$ cat config.mk
export PLATFORM = sky130hd
export DESIGN_NAME = sat_accumulator_flat
export DESIGN_NICKNAME = d
export VERILOG_FILES = /design/src/rtl/sat_accumulator_pkg.sv /design/src/rtl/sat_accumulator_if.sv /design/src/rtl/sat_accumulator_sat_add.sv /design/src/rtl/sat_accumulator.sv /design/src/flat_wrapper.sv
export SDC_FILE = /design/constraint.sdc
export NUM_CORES = 1
export LEC_CHECK = 0
export BUFFER_PORTS_ARGS = -buffer_cell sky130_fd_sc_hd__buf_2
export CAP_MARGIN = 20
export CORE_MARGIN = 8
export CORE_UTILIZATION = 44
export CTS_BUF_LIST = sky130_fd_sc_hd__clkbuf_4
export DETAILED_ROUTE_END_ITERATION = 16
export PLACE_DENSITY = 0.68
export SETUP_SLACK_MARGIN = 0.4
export SLEW_MARGIN = 15
export SYNTH_ARGS = -nofsm -noshare
export SYNTH_HDL_FRONTEND = slang
export SYNTH_SLANG_ARGS = --single-unit
$ cat constraint.sdc
create_clock -name clk -period 3.6 [get_ports clk]
set_input_delay 0.9 -clock clk [delete_from_list [all_inputs] [get_ports clk]]
set_output_delay 0.9 -clock clk [all_outputs]
set_load 0.01 [all_outputs]
$ cat src/rtl/sat_accumulator_pkg.sv
// Shared types and defaults for the saturating burst accumulator.
// Imported by the accumulator top and its interface users.
package accum_pkg;

  localparam int STATE_W = 2;

  typedef enum logic [STATE_W-1:0] {
    S_IDLE = 2'b00,
    S_ACC  = 2'b01,
    S_HOLD = 2'b10
  } state_t;

  localparam int DEF_WIDTH = 4;
  localparam int DEF_COUNT = 4;

endpackage

$ cat src/rtl/sat_accumulator_if.sv
// Operand-in / result-out handshake bundle for sat_accumulator.
// master drives operands and out_ready; slave is the accumulator.
interface sat_accumulator_if #(
  parameter int WIDTH = 4
);

  logic             in_valid;
  logic             in_ready;
  logic [WIDTH-1:0] in_a;
  logic [WIDTH-1:0] in_b;
  logic             out_valid;
  logic             out_ready;
  logic [WIDTH-1:0] out_sum;
  logic             out_overflow;

  modport master (
    output in_valid,
    output in_a,
    output in_b,
    output out_ready,
    input  in_ready,
    input  out_valid,
    input  out_sum,
    input  out_overflow
  );

  modport slave (
    input  in_valid,
    input  in_a,
    input  in_b,
    input  out_ready,
    output in_ready,
    output out_valid,
    output out_sum,
    output out_overflow
  );

endinterface

$ cat src/rtl/sat_accumulator_sat_add.sv
// Three-input unsigned saturating adder: acc + a + b clipped to all ones.
// sat flags any result that did not fit in WIDTH bits.
module sat_add #(
  parameter int WIDTH = 4
) (
  input  logic [WIDTH-1:0] acc,
  input  logic [WIDTH-1:0] a,
  input  logic [WIDTH-1:0] b,
  output logic [WIDTH-1:0] sum,
  output logic             sat
);

  localparam logic [WIDTH+1:0] MAX =
    {2'b00, {WIDTH{1'b1}}};

  logic [WIDTH:0]   ab;
  logic [WIDTH+1:0] total;

  assign ab    = {1'b0, a} + {1'b0, b};
  assign total = {2'b00, acc} + {1'b0, ab};
  assign sat   = total > MAX;
  assign sum   = sat ? {WIDTH{1'b1}}
                     : total[WIDTH-1:0];

endmodule

$ cat src/rtl/sat_accumulator.sv
// Burst accumulator: sums COUNT operand pairs with saturation,
// then holds the total and a sticky overflow flag until released.
module sat_accumulator
  import accum_pkg::*;
#(
  parameter int WIDTH = DEF_WIDTH,
  parameter int COUNT = DEF_COUNT
) (
  input logic               clk,
  input logic               rst_n,
  sat_accumulator_if.slave  bus
);

  localparam int CW = $clog2(COUNT + 1);
  localparam logic [CW-1:0] LAST = CW'(COUNT - 1);
  localparam logic [CW-1:0] ONE  = CW'(1);

  state_t           state;
  state_t           state_nx;
  logic [WIDTH-1:0] acc;
  logic [WIDTH-1:0] acc_nx;
  logic             ovf;
  logic             ovf_nx;
  logic [CW-1:0]    cnt;
  logic [CW-1:0]    cnt_nx;

  logic             in_rdy;
  logic             out_vld;
  logic             beat;
  logic             rel;
  logic [WIDTH-1:0] add_acc;
  logic [WIDTH-1:0] add_sum;
  logic             add_sat;

  // Handshake outputs come from registered state only.
  always_comb begin
    in_rdy  = 1'b1;
    out_vld = 1'b0;
    case (state)
      S_HOLD: begin
        in_rdy  = 1'b0;
        out_vld = 1'b1;
      end
      default: ;
    endcase
  end

  assign beat = bus.in_valid & in_rdy;
  assign rel  = out_vld & bus.out_ready;

  // First beat of a burst starts from zero.
  assign add_acc = (state == S_ACC) ? acc
                                    : '0;

  sat_add #(
    .WIDTH (WIDTH)
  ) u_add (
    .acc (add_acc),
    .a   (bus.in_a),
    .b   (bus.in_b),
    .sum (add_sum),
    .sat (add_sat)
  );

  always_comb begin
    state_nx = state;
    acc_nx   = acc;
    ovf_nx   = ovf;
    cnt_nx   = cnt;
    case (state)
      S_ACC: begin
        if (beat) begin
          acc_nx = add_sum;
          ovf_nx = ovf | add_sat;
          cnt_nx = cnt + ONE;
          if (cnt == LAST)
            state_nx = S_HOLD;
        end
      end
      S_HOLD: begin
        if (rel) begin
          state_nx = S_IDLE;
          acc_nx   = '0;
          ovf_nx   = 1'b0;
          cnt_nx   = '0;
        end
      end
      default: begin
        state_nx = S_IDLE;
        acc_nx   = '0;
        ovf_nx   = 1'b0;
        cnt_nx   = '0;
        if (beat) begin
          acc_nx   = add_sum;
          ovf_nx   = add_sat;
          cnt_nx   = ONE;
          state_nx = (COUNT == 1) ? S_HOLD
                                  : S_ACC;
        end
      end
    endcase
  end

  always_ff @(posedge clk) begin
    if (!rst_n) begin
      state <= S_IDLE;
      acc   <= '0;
      ovf   <= 1'b0;
      cnt   <= '0;
    end else begin
      state <= state_nx;
      acc   <= acc_nx;
      ovf   <= ovf_nx;
      cnt   <= cnt_nx;
    end
  end

  assign bus.in_ready     = in_rdy;
  assign bus.out_valid    = out_vld;
  assign bus.out_sum      = acc;
  assign bus.out_overflow = ovf;

endmodule

$ cat src/flat_wrapper.sv
// flat-port wrapper written by rule: the top's interface ports become plain ports
module sat_accumulator_flat import accum_pkg::*;
#(
  parameter int WIDTH = DEF_WIDTH,
  parameter int COUNT = DEF_COUNT
)
  (clk, rst_n, bus_in_valid, bus_in_a, bus_in_b, bus_out_ready, bus_in_ready, bus_out_valid, bus_out_sum, bus_out_overflow);
  sat_accumulator_if #(.WIDTH(WIDTH)) bus_i ();
  input logic clk;
  input logic rst_n;
  input wire logic [$bits(bus_i.in_valid)-1:0] bus_in_valid;
  input wire logic [$bits(bus_i.in_a)-1:0] bus_in_a;
  input wire logic [$bits(bus_i.in_b)-1:0] bus_in_b;
  input wire logic [$bits(bus_i.out_ready)-1:0] bus_out_ready;
  output wire logic [$bits(bus_i.in_ready)-1:0] bus_in_ready;
  output wire logic [$bits(bus_i.out_valid)-1:0] bus_out_valid;
  output wire logic [$bits(bus_i.out_sum)-1:0] bus_out_sum;
  output wire logic [$bits(bus_i.out_overflow)-1:0] bus_out_overflow;
  assign bus_i.in_valid = bus_in_valid;
  assign bus_i.in_a = bus_in_a;
  assign bus_i.in_b = bus_in_b;
  assign bus_i.out_ready = bus_out_ready;
  assign bus_in_ready = bus_i.in_ready;
  assign bus_out_valid = bus_i.out_valid;
  assign bus_out_sum = bus_i.out_sum;
  assign bus_out_overflow = bus_i.out_overflow;
  sat_accumulator #(.WIDTH(WIDTH), .COUNT(COUNT)) u_core (.clk(clk), .rst_n(rst_n), .bus(bus_i));
endmodule
Word-level counts from Yosys, hierarchy flattened
Cells that the tools add are included.
{"block": "op_classes", "add_sub_neg": 3, "n_reduce_logical": 2, "order_cmp": 1, "n_bitwise": 3, "eq_ne": 6, "mux": 21}
{"operator": "4-bit 2-to-1 mux", "count": 5}
{"operator": "4-bit case mux with 2 select lines", "count": 1}
{"operator": "1-bit 2-to-1 mux", "count": 7}
{"operator": "4-bit by 5-bit adder with 6-bit output", "count": 1}
{"operator": "6-bit by 4-bit greater-than comparator with 1-bit output, second input constant", "count": 1}
{"operator": "2-bit 2-to-1 mux", "count": 3}
{"operator": "3-bit 2-to-1 mux", "count": 2}
{"operator": "3-bit case mux with 2 select lines", "count": 1}
{"operator": "4-bit by 4-bit adder with 5-bit output", "count": 1}
{"operator": "2-bit by 1-bit != test with 1-bit output, second input constant", "count": 2}
{"operator": "2-bit case mux with 2 select lines", "count": 1}
{"operator": "3-bit by 1-bit adder with 3-bit output, second input constant", "count": 1}
{"operator": "3-bit by 2-bit equality test with 1-bit output, second input constant", "count": 1}
{"operator": "3-bit AND reduction", "count": 1}
{"operator": "1-bit AND", "count": 2}
{"operator": "2-bit by 1-bit equality test with 1-bit output, second input constant", "count": 1}
{"operator": "2-bit equality test, second input constant", "count": 1}
{"operator": "2-bit != test, second input constant", "count": 1}
{"operator": "1-bit case mux with 2 select lines", "count": 1}
{"operator": "2-bit AND reduction", "count": 1}
{"operator": "1-bit bitwise OR", "count": 1}
{"block": "totals", "word_cells": 40, "reg_bits": 10, "output_inout_bits": 7, "input_bits": 12}

Logic depth before layout (Yosys ltp)
{"block": "logic_depth", "word_depth": 7, "mapped_depth": 12, "depth_no_buf": 11}

Modules after synthesis
Synthesis repeated with hierarchy kept, for this count alone.
{"block": "hier_totals", "cells_unflattened": 97, "hier_area_um2": 823.3}
{"mod": "sat_accumulator", "area_per_inst_um2": 561.8, "cells_each": 68, "n_inst": 1, "seq_area_each_um2": 200.2}
{"mod": "sat_add", "area_per_inst_um2": 261.5, "cells_each": 29, "n_inst": 1, "seq_area_each_um2": 0.0}

Worst setup path after synthesis
No wires, ideal clock.
{"block": "synth_timing", "path_kind": "input to register", "start": "input bus_in_b[1]", "end": "register u_core.acc[1], in the netlist u_core.bus.out_sum[1]", "slack_ns": 0.637, "required_time_ns": 3.478, "t_arrival_ns": 2.841, "cell_stages": 9, "setup_time_ns": 0.122, "n_path_buf": 0, "path_cell_list": "inv_1 > fa_1 > inv_1 > ha_1 > fa_1 > nor2_1 > nand2_1 > o311a_1 > a221o_1"}
{"block": "synth_between", "elab_chain_len": 6, "word_cells_on_any_way": 7, "classes_between": "add/sub: 2; order compare: 1; mux: 4"}
{"element": "from (decl)", "line": "flat_wrapper.sv:13", "rtl": "input wire logic [$bits(bus_i.in_b)-1:0] bus_in_b;"}
{"element": "4-bit by 4-bit adder with 5-bit output (*)", "line": "sat_accumulator_sat_add.sv:19", "rtl": "assign ab = {1'b0, a} + {1'b0, b};"}
{"element": "4-bit by 5-bit adder with 6-bit output (*)", "line": "sat_accumulator_sat_add.sv:20", "rtl": "assign total = {2'b00, acc} + {1'b0, ab};"}
{"element": "6-bit by 4-bit greater-than comparator with 1-bit output", "line": "sat_accumulator_sat_add.sv:21", "rtl": "assign sat = total > MAX;"}
{"element": "4-bit 2-to-1 mux (*)", "line": "sat_accumulator_sat_add.sv:22", "rtl": "assign sum = sat ? {WIDTH{1'b1}}"}
{"element": "4-bit 2-to-1 mux (on tied branches)", "line": "sat_accumulator.sv:93, sat_accumulator.sv:72"}
{"element": "4-bit case mux with 2 select lines (*)", "line": "sat_accumulator.sv:70", "rtl": "case (state)"}
{"element": "to (signal assigned)", "line": "sat_accumulator.sv:112", "rtl": "acc <= acc_nx;"}
{"element": "to (decl)", "line": "sat_accumulator.sv:20", "rtl": "logic [WIDTH-1:0] acc;"}
Every way passes the cells marked *; elsewhere a longest branch is shown, timed or not. The select of a mux whose other input is x is not followed.
A chain may end at the register's enable or synchronous reset.

Worst setup path after layout
Ends and elaborated chain as after synthesis.

==> results.py <==
metrics = {
    "outcome": {
        "outcome": "complete, no violations",
    },
    "detailed_routing": {
        "initialDrtViolationCount": 10,
        "ant_nets": 0,
        "routedWlPerCell_um": 12.42,
        "routed_wl_mm": 1.428,
        "drtPass1Iterations": 3,
        "vias_per_cell": 5.070,
        "vias": 583,
        "drcViolationCount": 0,
    },
    "cells_and_area": {
        "area_delta_synth_final_pct": 18.21,
        "num_antenna_cells": 0,
        "mostFrequentLayoutCells": "buf_2 (18), inv_1 (10), dfxtp_1 (10), nand2_1 (9), ha_1 (8)",
        "n_fill_cell": 148,
        "nets": 126,
        "layout_commonest_cell": "buf_2",
        "drive_gt1_frac": 0.2323,
    },
    "timing": {
        "fin_tns_setup_ps": 0,
        "final.setup_skew_ps": 5.639,
        "fmax_mhz": 348.1,
        "hold_viol_final": 0,
        "rsz0062_at_grt": "no",
        "drv_slew": 0,
        "min_period_ps": 2872,
        "slew_headroom": 0.8484,
        "post-route-period-util": 0.7979,
        "setup_viol_count_final": 0,
        "worst_pin_slew_ps": 227.4,
    },
    "critical_path": {
        "cp-end-kind": "flip-flop",
        "worstSetupStartpointType": "input pin",
        "crit_type": "input pin to flip-flop",
        "cp.required_ps": 3750,
        "crit_path_max_fanout": 4,
        "worstPathArrival_ps": 3020,
    },
    "clocking": {
        "post_cts_buffers": 0,
        "clock_latency_ps": 260,
        "cts_root_buf": "clkbuf_4",
        "cts_sinks": 10,
        "clk_path_buf_depth": 2,
        "cts_resized": 0,
        "cts_tree": "yes",
        "path_clk_slew_ps": 60,
        "cts_buffers": 3,
        "postCtsHoldBufs": 0,
        "htree_levels": 1,
    },
    "synthesis": {
        "syn-num-nets": 104,
        "synth-edff-count": 0,
        "synthDistinctLibCells": 25,
        "synth_area_leaders": "dfxtp_1 (27%), fa_1 (14%), ha_1 (14%), inv_1 (5.2%), nand2_1 (4.6%)",
        "synthFlopType": "dfxtp_1",
        "seq_area_frac_synth": 0.2749,
        "synthArstFlopShare": 0,
        "netlist.top_cell.by_area": "dfxtp_1",
        "syn_inst": 79,
        "ys_warn_count": 0,
        "synth_top_cell_area_share": 0.2749,
        "syn_area_um2": 728.2,
        "ys_ff_latch": 10,
        "postSynthAreaPerCell_um2": 9.218,
    },
    "flow_run": {
        "maxCapViolCount": 0,
    },
    "global_routing": {
        "grt_pass1_wl_mm": 2.532,
        "grt_overflow": 0,
        "first_global_vias": 607,
        "grt_max_degree": 11,
        "antenna_found_initial": 0,
        "grtUsageTotal": 0.09268,
    },
    "power_and_ir_drop": {
        "p_per_area_nw_per_um2": 420.1,
        "vdd_ir_drop_max_v": 0.0002206,
        "p_total_uw": 361.6,
        "leakage_nw": 0.4256,
    },
    "place": {
        "globalplace.congestion": 0.7070,
        "portBuffers": 18,
        "dp_hpwl_mm": 1.200,
    },
    "floorplan": {
        "start_util": 0.4778,
        "ios": 19,
        "die_area_um2": 3213,
        "die_height_um": 56.68,
        "fp-row-count": 14,
        "dieWidth_um": 56.68,
        "core_um2": 1524,
    },
    "hold_path": {
        "min_path_type": "flip-flop to flip-flop",
    },
}
[cell families after synthesis]
kind of cell | count (synthesis) | share of synthesized area
adder cells (fa/ha/maj) | 13 | 0.2749
AO/OA/AOI/OAI | 17 | 0.1770
buffers and inverters | 12 | 0.06187
multiplexers | 1 | 0.01375
AND/OR/NAND/NOR | 26 | 0.1976
flip-flops | 10 | 0.2749
[final timing paths]
path / startpoint / endpoint / slack, ps / cells past startpoint
max: bus_in_b[1] / u_core.bus.out_sum[1] / 730 / 10
min reg2reg: u_core.cnt[2] / u_core.cnt[2] / 450 / 2
min: u_core.cnt[2] / u_core.cnt[2] / 450 / 2
max reg2reg: u_core.state[1] / u_core.bus.out_sum[1] / 760 / 11
[sequential cells by signal (all words and copies together) (netlist names)]
signal and cells:
u_core.state 2, u_core.bus.out_sum 4, u_core.bus.out_overflow 1, u_core.cnt 3
[synth_stat cells, types with 2 or more instances]
master and number:
a21boi_0 2, a21oi_1 2, a221o_1 3, a22o_1 2, and2_1 4, clkbuf_1 2, dfxtp_1 10, fa_1 5
ha_1 8, inv_1 10, nand2_1 9, nand3_1 2, nor2_1 4, nor2b_1 3, o21ai_0 3
[layout make-up]
cell class	instances	area [um^2]	share of cell area
Inverter	10	37.54	0.04360
Timing Repair Buffer	19	97.59	0.1134
Tap cell	16	20.02	0.02326
Sequential cell	10	200.2	0.2326
Clock buffer	3	22.52	0.02616
Multi-Input combinational cell	57	483.0	0.5610
[metal layers]
layer	vias to the layer above	GRT usage	wire length [um]
met2	9	0.1630	714
met3	4	0.008989	22
met4	0	0.06186	27
met5	-	0	0
li1	310	-	-
met1	260	0.1010	662
[metrics by stage]
stage | setup slack (ps) | utilization | instances | hold slack, ps | instance area, um^2
3_5_place_dp | 429.5 | 0.5501 | 112 | 441.5 | 838.3
6_report | 727.6 | 0.5649 | 115 | 446.6 | 860.8
4_1_cts | 715.7 | 0.5649 | 115 | 449.5 | 860.8
5_1_grt | 601.8 | 0.5649 | 115 | 488.5 | 860.8
3_3_place_gp | 490.4 | 0.5501 | 112 | 439.7 | 838.3
2_1_floorplan | 636.8 | - | 79 | 430.7 | 728.2
[critical path, stage by stage]
cell	delay [ps]
buf_2	70
inv_1	40
fa_1	530
inv_1	40
ha_1	210
fa_1	410
nor2_1	120
nand2_1	60
o311a_1	370
a221o_1	270
[where the power goes]
| group | internal (mW) | switching (mW) | leakage (nW) |
|---|---|---|---|
| logic | 0.0685 | 0.0775 | 0.330 |
| registers | 0.128 | 0.0132 | 0.0820 |
| clock network | 0.0385 | 0.0358 | 0.0138 |
| total | 0.235 | 0.126 | 0.426 |
Power figures use the tool's default switching activity.
